<file path="src/rtl/usb_utm_pkg.sv">
// rtl/usb_utm_pkg.sv - UTM line-state/op-mode encodings and link-state controller types.
package usb_utm_pkg;

  typedef logic [1:0] utm_line_state_t;
  typedef logic [1:0] utm_op_mode_t;

  localparam utm_line_state_t LS_SE0 = 2'b00;
  localparam utm_line_state_t LS_J   = 2'b01;
  localparam utm_line_state_t LS_K   = 2'b10;
  localparam utm_line_state_t LS_SE1 = 2'b11;

  localparam utm_op_mode_t OPM_NORMAL  = 2'b00;
  localparam utm_op_mode_t OPM_NODRIVE = 2'b01;
  localparam utm_op_mode_t OPM_NOSTUFF = 2'b10;

  typedef enum logic [2:0] {
    ACTIVE    = 3'd0,
    BUS_RESET = 3'd1,
    SUSPEND   = 3'd2,
    RESUME    = 3'd3,
    RWAKE     = 3'd4
  } utm_ctrl_state_t;

  // Class of line condition being run-length counted in the current state.
  typedef enum logic [1:0] {
    COND_NONE = 2'd0,
    COND_SE0  = 2'd1,
    COND_IDLE = 2'd2,
    COND_K    = 2'd3
  } utm_cond_t;

  function automatic int max_cyc(input int a, input int b, input int c,
                                 input int d, input int e);
    int m;
    m = a;
    if (b > m) m = b;
    if (c > m) m = c;
    if (d > m) m = d;
    if (e > m) m = e;
    return m;
  endfunction

endpackage

</file>
<file path="src/rtl/usb_utm_cond_timer.sv">
// rtl/usb_utm_cond_timer.sv - saturating cycle counter with clear/enable and >= threshold compare.
module usb_utm_cond_timer #(
  parameter int W = 18
) (
  input  logic         clk,
  input  logic         rst_n,
  input  logic         clr,
  input  logic         en,
  input  logic [W-1:0] thresh,
  output logic         hit
);

  logic [W-1:0] cnt;

  // clr together with en restarts the run at one so the current sample still counts.
  always_ff @(posedge clk) begin
    if (!rst_n) begin
      cnt <= '0;
    end else if (clr) begin
      cnt <= {{(W-1){1'b0}}, en};
    end else if (en && (cnt != '1)) begin
      cnt <= cnt + 1'b1;
    end
  end

  assign hit = (cnt >= thresh);

endmodule

</file>
<file path="src/rtl/usb_utm_ctrl.sv">
// rtl/usb_utm_ctrl.sv - FS UTM link-state controller: bus reset, suspend, resume detection.
// Remote wakeup is built only when USB_UTM_CTRL_RWAKE_EN is defined.
module usb_utm_ctrl
  import usb_utm_pkg::*;
#(
  parameter int RST_CYC      = 120,
  parameter int SUSP_CYC     = 144000,
  parameter int RES_CYC      = 120,
  parameter int RWK_WAIT_CYC = 240000,
  parameter int RWK_DRV_CYC  = 96000
) (
  input  logic       clk,
  input  logic       rst_n,
  input  logic       dev_en,
  input  logic [1:0] line_state,
  input  logic       rx_active,
  input  logic       tx_busy,
  input  logic       rwake_req,
  output logic       suspend_m,
  output logic [1:0] op_mode,
  output logic       usb_reset,
  output logic       suspended,
  output logic       resume_pulse,
  output logic       wk_tx_valid,
  output logic [7:0] wk_data
);

  localparam int MAX_CYC = max_cyc(RST_CYC, SUSP_CYC, RES_CYC, RWK_WAIT_CYC, RWK_DRV_CYC);
  localparam int CNT_W   = $clog2(MAX_CYC + 1);

  localparam logic [CNT_W-1:0] RST_TH  = CNT_W'(RST_CYC);
  localparam logic [CNT_W-1:0] SUSP_TH = CNT_W'(SUSP_CYC);
  localparam logic [CNT_W-1:0] RES_TH  = CNT_W'(RES_CYC);
  localparam logic [CNT_W-1:0] WAIT_TH = CNT_W'(RWK_WAIT_CYC);
  localparam logic [CNT_W-1:0] DRV_TH  = CNT_W'(RWK_DRV_CYC - 1);

  utm_ctrl_state_t  state, next_state;
  utm_cond_t        cond_cls, cls_q;
  logic             state_chg;
  logic             cond_clr, cond_en, cond_hit;
  logic             tmr_clr, tmr_en, tmr_hit;
  logic [CNT_W-1:0] cond_thresh, tmr_thresh;
  logic             se0_hit, idle_hit, k_hit;

  logic       nx_suspend_m, nx_usb_reset, nx_suspended, nx_resume_pulse, nx_wk_tx_valid;
  logic [1:0] nx_op_mode;

  always_comb begin
    cond_cls = COND_NONE;
    if (line_state == LS_SE0 && (state inside {ACTIVE, SUSPEND, RESUME})) begin
      cond_cls = COND_SE0;
    end else if (state == ACTIVE && line_state == LS_J && !rx_active && !tx_busy) begin
      cond_cls = COND_IDLE;
    end else if (state == SUSPEND && line_state == LS_K) begin
      cond_cls = COND_K;
    end
  end

  always_comb begin
    cond_thresh = SUSP_TH;
    case (cls_q)
      COND_SE0: cond_thresh = RST_TH;
      COND_K:   cond_thresh = RES_TH;
      default:  cond_thresh = SUSP_TH;
    endcase
  end

  assign tmr_thresh = (state == RWAKE) ? DRV_TH : WAIT_TH;

  // A registered run length that reached its threshold acts on the following edge.
  assign se0_hit  = cond_hit && (cls_q == COND_SE0);
  assign idle_hit = cond_hit && (cls_q == COND_IDLE);
  assign k_hit    = cond_hit && (cls_q == COND_K);

  assign state_chg = (next_state != state);
  assign cond_clr  = state_chg || !dev_en || (cond_cls != cls_q);
  assign cond_en   = dev_en && !state_chg && (cond_cls != COND_NONE);
  assign tmr_clr   = state_chg || !dev_en;
  assign tmr_en    = dev_en && !state_chg;

  usb_utm_cond_timer #(.W(CNT_W)) u_cond_cnt (
    .clk    (clk),
    .rst_n  (rst_n),
    .clr    (cond_clr),
    .en     (cond_en),
    .thresh (cond_thresh),
    .hit    (cond_hit)
  );

  usb_utm_cond_timer #(.W(CNT_W)) u_state_tmr (
    .clk    (clk),
    .rst_n  (rst_n),
    .clr    (tmr_clr),
    .en     (tmr_en),
    .thresh (tmr_thresh),
    .hit    (tmr_hit)
  );

`ifndef USB_UTM_CTRL_RWAKE_EN
  logic unused_rwake;
  assign unused_rwake = rwake_req | tmr_hit;
`endif

  always_comb begin
    next_state = state;
    if (!dev_en) begin
      next_state = ACTIVE;
    end else begin
      case (state)
        ACTIVE: begin
          if (se0_hit)       next_state = BUS_RESET;
          else if (idle_hit) next_state = SUSPEND;
        end
        BUS_RESET: begin
          if (line_state != LS_SE0) next_state = ACTIVE;
        end
        SUSPEND: begin
          if (se0_hit)    next_state = BUS_RESET;
          else if (k_hit) next_state = RESUME;
`ifdef USB_UTM_CTRL_RWAKE_EN
          else if (tmr_hit && rwake_req && line_state == LS_J) next_state = RWAKE;
`endif
        end
        RESUME: begin
          if (line_state == LS_J) next_state = ACTIVE;
          else if (se0_hit)       next_state = BUS_RESET;
        end
        RWAKE: begin
`ifdef USB_UTM_CTRL_RWAKE_EN
          if (tmr_hit) next_state = RESUME;
`else
          next_state = ACTIVE;
`endif
        end
        default: next_state = ACTIVE;
      endcase
    end
  end

  always_comb begin
    nx_suspend_m    = 1'b1;
    nx_op_mode      = OPM_NODRIVE;
    nx_usb_reset    = 1'b0;
    nx_suspended    = 1'b0;
    nx_resume_pulse = 1'b0;
    nx_wk_tx_valid  = 1'b0;
    if (dev_en) begin
      nx_suspend_m    = (next_state != SUSPEND);
      nx_op_mode      = (next_state == RWAKE) ? OPM_NOSTUFF : OPM_NORMAL;
      nx_usb_reset    = (next_state == BUS_RESET);
      nx_suspended    = (next_state == SUSPEND);
      nx_resume_pulse = (state == RESUME && next_state == ACTIVE) ||
                        (state == RWAKE && next_state == RESUME);
`ifdef USB_UTM_CTRL_RWAKE_EN
      nx_wk_tx_valid  = (next_state == RWAKE);
`endif
    end
  end

  always_ff @(posedge clk) begin
    if (!rst_n) begin
      state        <= ACTIVE;
      cls_q        <= COND_NONE;
      suspend_m    <= 1'b1;
      op_mode      <= OPM_NODRIVE;
      usb_reset    <= 1'b0;
      suspended    <= 1'b0;
      resume_pulse <= 1'b0;
      wk_tx_valid  <= 1'b0;
    end else begin
      state        <= next_state;
      cls_q        <= (state_chg || !dev_en) ? COND_NONE : cond_cls;
      suspend_m    <= nx_suspend_m;
      op_mode      <= nx_op_mode;
      usb_reset    <= nx_usb_reset;
      suspended    <= nx_suspended;
      resume_pulse <= nx_resume_pulse;
      wk_tx_valid  <= nx_wk_tx_valid;
    end
  end

  assign wk_data = 8'h00;

endmodule

</file>
<file path="config.mk">
export PLATFORM = sky130hd
export DESIGN_NAME = usb_utm_ctrl
export DESIGN_NICKNAME = d
export VERILOG_FILES = /design/src/rtl/usb_utm_pkg.sv /design/src/rtl/usb_utm_cond_timer.sv /design/src/rtl/usb_utm_ctrl.sv
export SDC_FILE = /design/constraint.sdc
export NUM_CORES = 1
export LEC_CHECK = 0
export BUFFER_PORTS_ARGS = -buffer_cell sky130_fd_sc_hd__buf_2
export CORE_ASPECT_RATIO = 0.7
export CORE_UTILIZATION = 50
export DETAILED_ROUTE_END_ITERATION = 7
export PLACE_DENSITY = 0.76
export RECOVER_POWER = 100
export SETUP_SLACK_MARGIN = 0.4
export SLEW_MARGIN = 40
export SYNTH_ARGS = -nofsm -noshare
export SYNTH_HDL_FRONTEND = slang
export SYNTH_SLANG_ARGS = --single-unit
</file>
<file path="constraint.sdc">
create_clock -name clk -period 3.2 [get_ports clk]
set_input_delay 0.32 -clock clk [delete_from_list [all_inputs] [get_ports clk]]
set_output_delay 0.32 -clock clk [all_outputs]
set_load 0.03 [all_outputs]
</file>
# ---- After elaboration in Yosys (flattened, before gate mapping)
# Index checks and enable logic that the tools add are counted.
dict set report classes {
  add_sub_neg 1
  n_mul 0
  div_mod_pow 0
  magnitude_cmp 1
  n_eq_ne 17
  shifts 0
  mux 16
  bitwise 1
  reduce_logical 31
}
# op n
set ops {}
lappend ops {{3-bit two-way mux} 8}
lappend ops {{18-bit by 1-bit adder with 18-bit output, second input constant} 1}
lappend ops {{18-bit greater-or-equal comparator} 1}
lappend ops {{18-bit two-way mux} 1}
lappend ops {{18-bit != test, second input constant} 1}
lappend ops {{1-bit logical AND} 13}
lappend ops {{3-bit by 2-bit equality test with 1-bit output, second input constant} 4}
lappend ops {{3-bit case mux with 4 select lines} 1}
lappend ops {{2-bit two-way mux} 4}
lappend ops {{2-bit equality test, second input constant} 3}
lappend ops {{3-bit by 1-bit equality test with 1-bit output, second input constant} 2}
lappend ops {{3-bit equality test, second input constant} 2}
lappend ops {{3-bit logical NOT} 2}
lappend ops {{2-bit nonzero test} 3}
lappend ops {{2-bit OR reduction} 3}
lappend ops {{2-bit by 1-bit equality test with 1-bit output, second input constant} 2}
lappend ops {{1-bit logical NOT} 4}
lappend ops {{1-bit logical OR} 3}
lappend ops {{3-bit by 2-bit != test with 1-bit output, second input constant} 1}
lappend ops {{3-bit != test} 1}
lappend ops {{3-bit nonzero test} 1}
lappend ops {{2-bit logical NOT} 1}
lappend ops {{1-bit two-way mux} 2}
lappend ops {{2-bit != test} 1}
lappend ops {{2 further kinds} 2}
dict set report word_totals {
  regBits 29
  latchBits 0
  mem_bits_rw 0
  mem_bits_ro 0
  out_inout_bits 15
  word_cells 76
  n_memories 0
}

# ---- Logic depth before layout (Yosys ltp)
dict set report depth {
  depth_word 16
  ltp_mapped 10
  depth_no_buf 9
}

# ---- Cells and area by module
# Synthesis repeated with hierarchy kept, for this count alone.
dict set report hier_totals {
  hier_cells 243
  area_unflattened_um2 2088.3
}
# module n_inst cells_per_inst area_each_um2
set by_module_without_submodules {}
lappend by_module_without_submodules {usb_utm_cond_timer 1 165 1417.6}
lappend by_module_without_submodules {usb_utm_ctrl 1 78 670.6}

# ---- Worst setup path before layout
# Ideal clock, no wire load.
dict set report synth_timing {
  path_kind {register to register}
  from {register cls_q[0]}
  to {register u_cond_cnt.cnt[15]}
  setup_ps 70
  arrival_ps 2558
  required_time_ps 3130
  setup_slack_ps 573
  path_stages_with_launch 10
  n_path_buf 0
  period_less_slack_ps 2627
  path_cell_list {dfxtp_1 > inv_1 > ha_1 > or3b_1 > a31oi_1 > o32ai_1 > o32ai_4 > nand2_1 > or4_1 > a21oi_1}
}
dict set report synth_via {
  elab_chain_cells 14
}
# item line
set synth_rtl {}
lappend synth_rtl {{from (decl)} usb_utm_ctrl.sv:38} ;# utm_cond_t cond_cls, cls_q;
lappend synth_rtl {{from (signal assigned)} usb_utm_ctrl.sv:172} ;# cls_q <= (state_chg || !dev_en) ? COND_NONE : cond_cls;
lappend synth_rtl {{2-bit by 1-bit equality test with 1-bit output / 2-bit equality test (equally long branches)} {usb_utm_ctrl.sv:61, usb_utm_ctrl.sv:71, usb_utm_ctrl.sv:73}}
lappend synth_rtl {{2-bit OR reduction (no line)} --}
lappend synth_rtl {{18-bit two-way mux} usb_utm_ctrl.sv:61} ;# case (cls_q)
lappend synth_rtl {{18-bit greater-or-equal comparator} usb_utm_cond_timer.sv:26} ;# assign hit = (cnt >= thresh);
lappend synth_rtl {{1-bit logical AND (on tied branches)} {usb_utm_ctrl.sv:71, usb_utm_ctrl.sv:72, usb_utm_ctrl.sv:73}}
lappend synth_rtl {{3-bit two-way mux (on tied branches)} {usb_utm_ctrl.sv:126, usb_utm_ctrl.sv:112, usb_utm_ctrl.sv:119}}
lappend synth_rtl {{3-bit two-way mux (on tied branches)} {usb_utm_ctrl.sv:125, usb_utm_ctrl.sv:111, usb_utm_ctrl.sv:118}}
lappend synth_rtl {{3-bit case mux with 4 select lines} usb_utm_ctrl.sv:109} ;# case (state)
lappend synth_rtl {{3-bit two-way mux} usb_utm_ctrl.sv:106} ;# if (!dev_en) begin
lappend synth_rtl {{3-bit != test} usb_utm_ctrl.sv:75} ;# assign state_chg = (next_state != state);
lappend synth_rtl {{1-bit logical NOT} --}
lappend synth_rtl {{1-bit logical AND} --}
lappend synth_rtl {{1-bit logical AND} usb_utm_ctrl.sv:77} ;# assign cond_en = dev_en && !state_chg && (cond_cls != COND_NONE);
lappend synth_rtl {{1-bit logical AND} usb_utm_cond_timer.sv:21} ;# end else if (en && (cnt != '1)) begin
lappend synth_rtl {{to (signal assigned)} usb_utm_cond_timer.sv:20} ;# cnt <= {{(W-1){1'b0}}, en};
lappend synth_rtl {{to (signal assigned)} usb_utm_cond_timer.sv:22} ;# cnt <= cnt + 1'b1;
lappend synth_rtl {{to (decl)} usb_utm_cond_timer.sv:13} ;# logic [W-1:0] cnt;
# Several ways; a longest one is shown, not always the timed one.
# A chain may end at the register's enable or synchronous reset.

# ---- Final worst setup path
dict set report layout_timing {
  from {register cls_q[0]}
  to {register u_cond_cnt.cnt[17]}
}
# The elaborated chain is that of the path after synthesis.

==> results.md <==
* Initial antenna violation count at 0
* Post-synth EDFFs at 0
* Worst EP required at 3.42 ns
* Global-route met3 utilization at 0.0601
* Reg clk slew, reported paths at 0.06 ns
* Number of diodes at 0
* Nature of the critical path endpoint: flip-flop
* DR DRC count at 0
* Setup WS post-layout at 0.433 ns
* Post-synth top cells: dfxtp_1 (29), nand2_1 (16), nor2_1 (16), a21oi_1 (13)
* Count of state elements after synthesis at 29
* Run status: finished clean
* Slew Viols, Final at 0
* RR Startpoint: cls_q[0]
* Grt peak-use layer: met1
* YS warnings at 0
* Worst Skew at 0.00328 ns
* Synthesized cell area at 1780 um2
* Initial Util at 0.545
* Layout area overhead at 10.9%
* GR Overflow Total at 0
* Final HPWL DP at 2650 um
* Worst setup SP type: flip-flop
* Maximum level of the CTS H-tree at 2
* Slowest cell on the critical path: or3b_1
* Share of cells above drive strength 1 at 0.132
* Vias in the first global route at 1,318
* FP Rows at 17
* DR vias at 1,548
* Worst Setup SP: cls_q[0]
* GPL Wtd Cong at 0.860
* Sequential-to-total area share from yosys stat at 0.325
* Crit path DAT at 2.98 ns
* Post-CTS setup buffers at 0
* Synth Flop Type: dfxtp_1
* Via-per-instance ratio at 5.49
* Critical path buffer and inverter count at 3
* Area of the multi-input gates at 1120 um2
* Core area at 3280 um2
* VDD IR-drop max at 0.000239 V
* Post-synth cell types at 53
* CTS sink count at 29
* Max cap viols at 0
* Die area at 3820 um2
* Max clock buf depth at 2
* Port Buf Inserts at 12
* Hold Buf Count CTS at 0
* Final Hold Viols at 0
* TritonCTS clock tree: yes
* Area leader, netlist: dfxtp_1
* Setup TNS at 0 ns
* Crit-path cells: inv_1, ha_1, or3b_1, a31oi_2, o32ai_1, o32ai_4, clkbuf_1, nand2_1, buf_4, or3_1, a21oi_1
* Drt first pass iters at 4
* Critical path class: flip-flop to flip-flop
* Global-route wire length before repair at 6140 um
* Average size of a mapped cell at 8.38 um2
* Async set-or-reset flop fraction in the synthesized netlist at 0
* Worst hold start: dev_en
* IO Pins at 23
* Top Family by Delay on Critical Path: simple AND/OR/NAND/NOR gates
* Cell count after synthesis at 213
* Post-CTS Resized at 0
* Min cycle time layout at 2.77 ns
* Nets at 253
* Largest net degree at the start of global routing at 15
* Final critical-path share of the clock period at 0.865
* Met1 Track Usage GR at 0.323
* Antenna-violating nets left at 0
* Post-Place Setup Slack at 0.427 ns
* Met2 usage at 0.289
* Max Fclk at 0.361 GHz
* Register area at 581 um2
* Layout fillers at 322
* Count of final setup violators at 0
* Share of the synthesized area in the top cell type at 0.325
* Worst Hold Class: input pin to flip-flop
* Drt initial violations at 103
* Worst skew pair latency at 0.28 ns
* RSZ-0062 raised after global routing: no
* Least-Margin Pin Slew at 0.549 ns
* Die Height at 52.0 um
* WL final at 3570 um
* WL per Instance at 12.7 um
* Synth area leaders: dfxtp_1 (33%), ha_1 (7.7%), buf_4 (4.2%), a21oi_1 (3.6%), xor2_1 (3.4%)
* Root Driver: clkbuf_8
* Die W at 73.4 um
* Slowest Stage Delay on Critical Path at 0.39 ns
* Total CTS buffers at 5
* Most frequent cell after synthesis: dfxtp_1
* Cell Pwr Density at 358 nW/um2
* Leakage at 0.000748 uW
* Worst slew margin at 0.631
* Critical path peak fanout at 7
* Overall routing resource usage at 0.219
==> cells in the final DEF (no fill, tap or decap), drive strengths merged, types with 3 or more instances in the layout <==
| cell | count |
|---|---|
| nand2 | 16 |
| and3 | 7 |
| and2 | 6 |
| a21oi | 13 |
| xor2 | 7 |
| a31oi | 3 |
| ha | 11 |
| buf | 10 |
| nand4 | 7 |
| nor2 | 17 |
| nor2b | 5 |
| inv | 10 |
| nor4 | 4 |
| dfxtp | 29 |
| nand3 | 11 |
| conb | 11 |
| o21ai | 11 |
| or3 | 6 |
| nor3 | 4 |
| clkbuf | 14 |
==> layout make-up <==
| type | count | share of cell area |
|---|---|---|
| Multi-Input combinational cell | 170 | 0.567 |
| Sequential cell | 29 | 0.293 |
| Timing Repair Buffer | 18 | 0.0487 |
| Clock buffer | 6 | 0.0367 |
| Tap cell | 47 | 0.0297 |
| Inverter | 10 | 0.0190 |
| Clock inverter | 2 | 0.00506 |
==> state kept, by name, indices dropped and copies added (netlist names) <==
register,cells
resume_pulse,1
usb_reset,1
u_cond_cnt.cnt,18
suspend_m,1
suspended,1
state,3
cls_q,2
op_mode,2
==> worst paths after layout <==
check | end | slack [ns] | depth (start not counted)
worst max register to register | u_cond_cnt.cnt[17] | 0.43 | 11
worst min register to register | u_cond_cnt.cnt[15] | 0.49 | 2
worst min-delay path | op_mode[0] | 0.24 | 2
worst max-delay path | u_cond_cnt.cnt[17] | 0.43 | 11
==> through the flow <==
step | cell area (um2) | instances | hold WS (ns) | power, uW | util
5_1_grt | 1980 | 282 | 0.246 | 738 | 0.604
6_report | 1980 | 282 | 0.241 | 708 | 0.604
3_3_place_gp | 1890 | 274 | 0.490 | 423 | 0.578
3_5_place_dp | 1890 | 274 | 0.486 | 423 | 0.578
2_1_floorplan | 1820 | 223 | 0.382 | 419 | -
4_1_cts | 1980 | 282 | 0.236 | 715 | 0.603
==> report_power, final <==
part           leakage [uW]  total [uW]  switching [uW]  internal (uW)
clock             0.0000450         292             142            150
sequential         0.000235         366            2.20            363
combinational      0.000468        50.7            37.1           13.6
==> logic make-up after synthesis <==
group | after synthesis | share of synthesized area
AND/OR/NAND/NOR | 95 | 0.296
AO/OA/AOI/OAI | 43 | 0.177
flip-flops | 29 | 0.325
buffers and inverters | 24 | 0.0729
adder cells (fa/ha/maj) | 11 | 0.0771
XOR/XNOR | 9 | 0.0442
other | 1 | 0.00210
multiplexers | 1 | 0.00561
==> metal layers <==
layer / wire [um] / part of all wire / vias to the layer above
li1: - / - / 793
met2: 1310 / 0.37 / 30
met1: 2040 / 0.57 / 717
met5: 0 / 0 / -
met4: 61 / 0.017 / 0
met3: 164 / 0.046 / 8
Power figures use the tool's default switching activity.
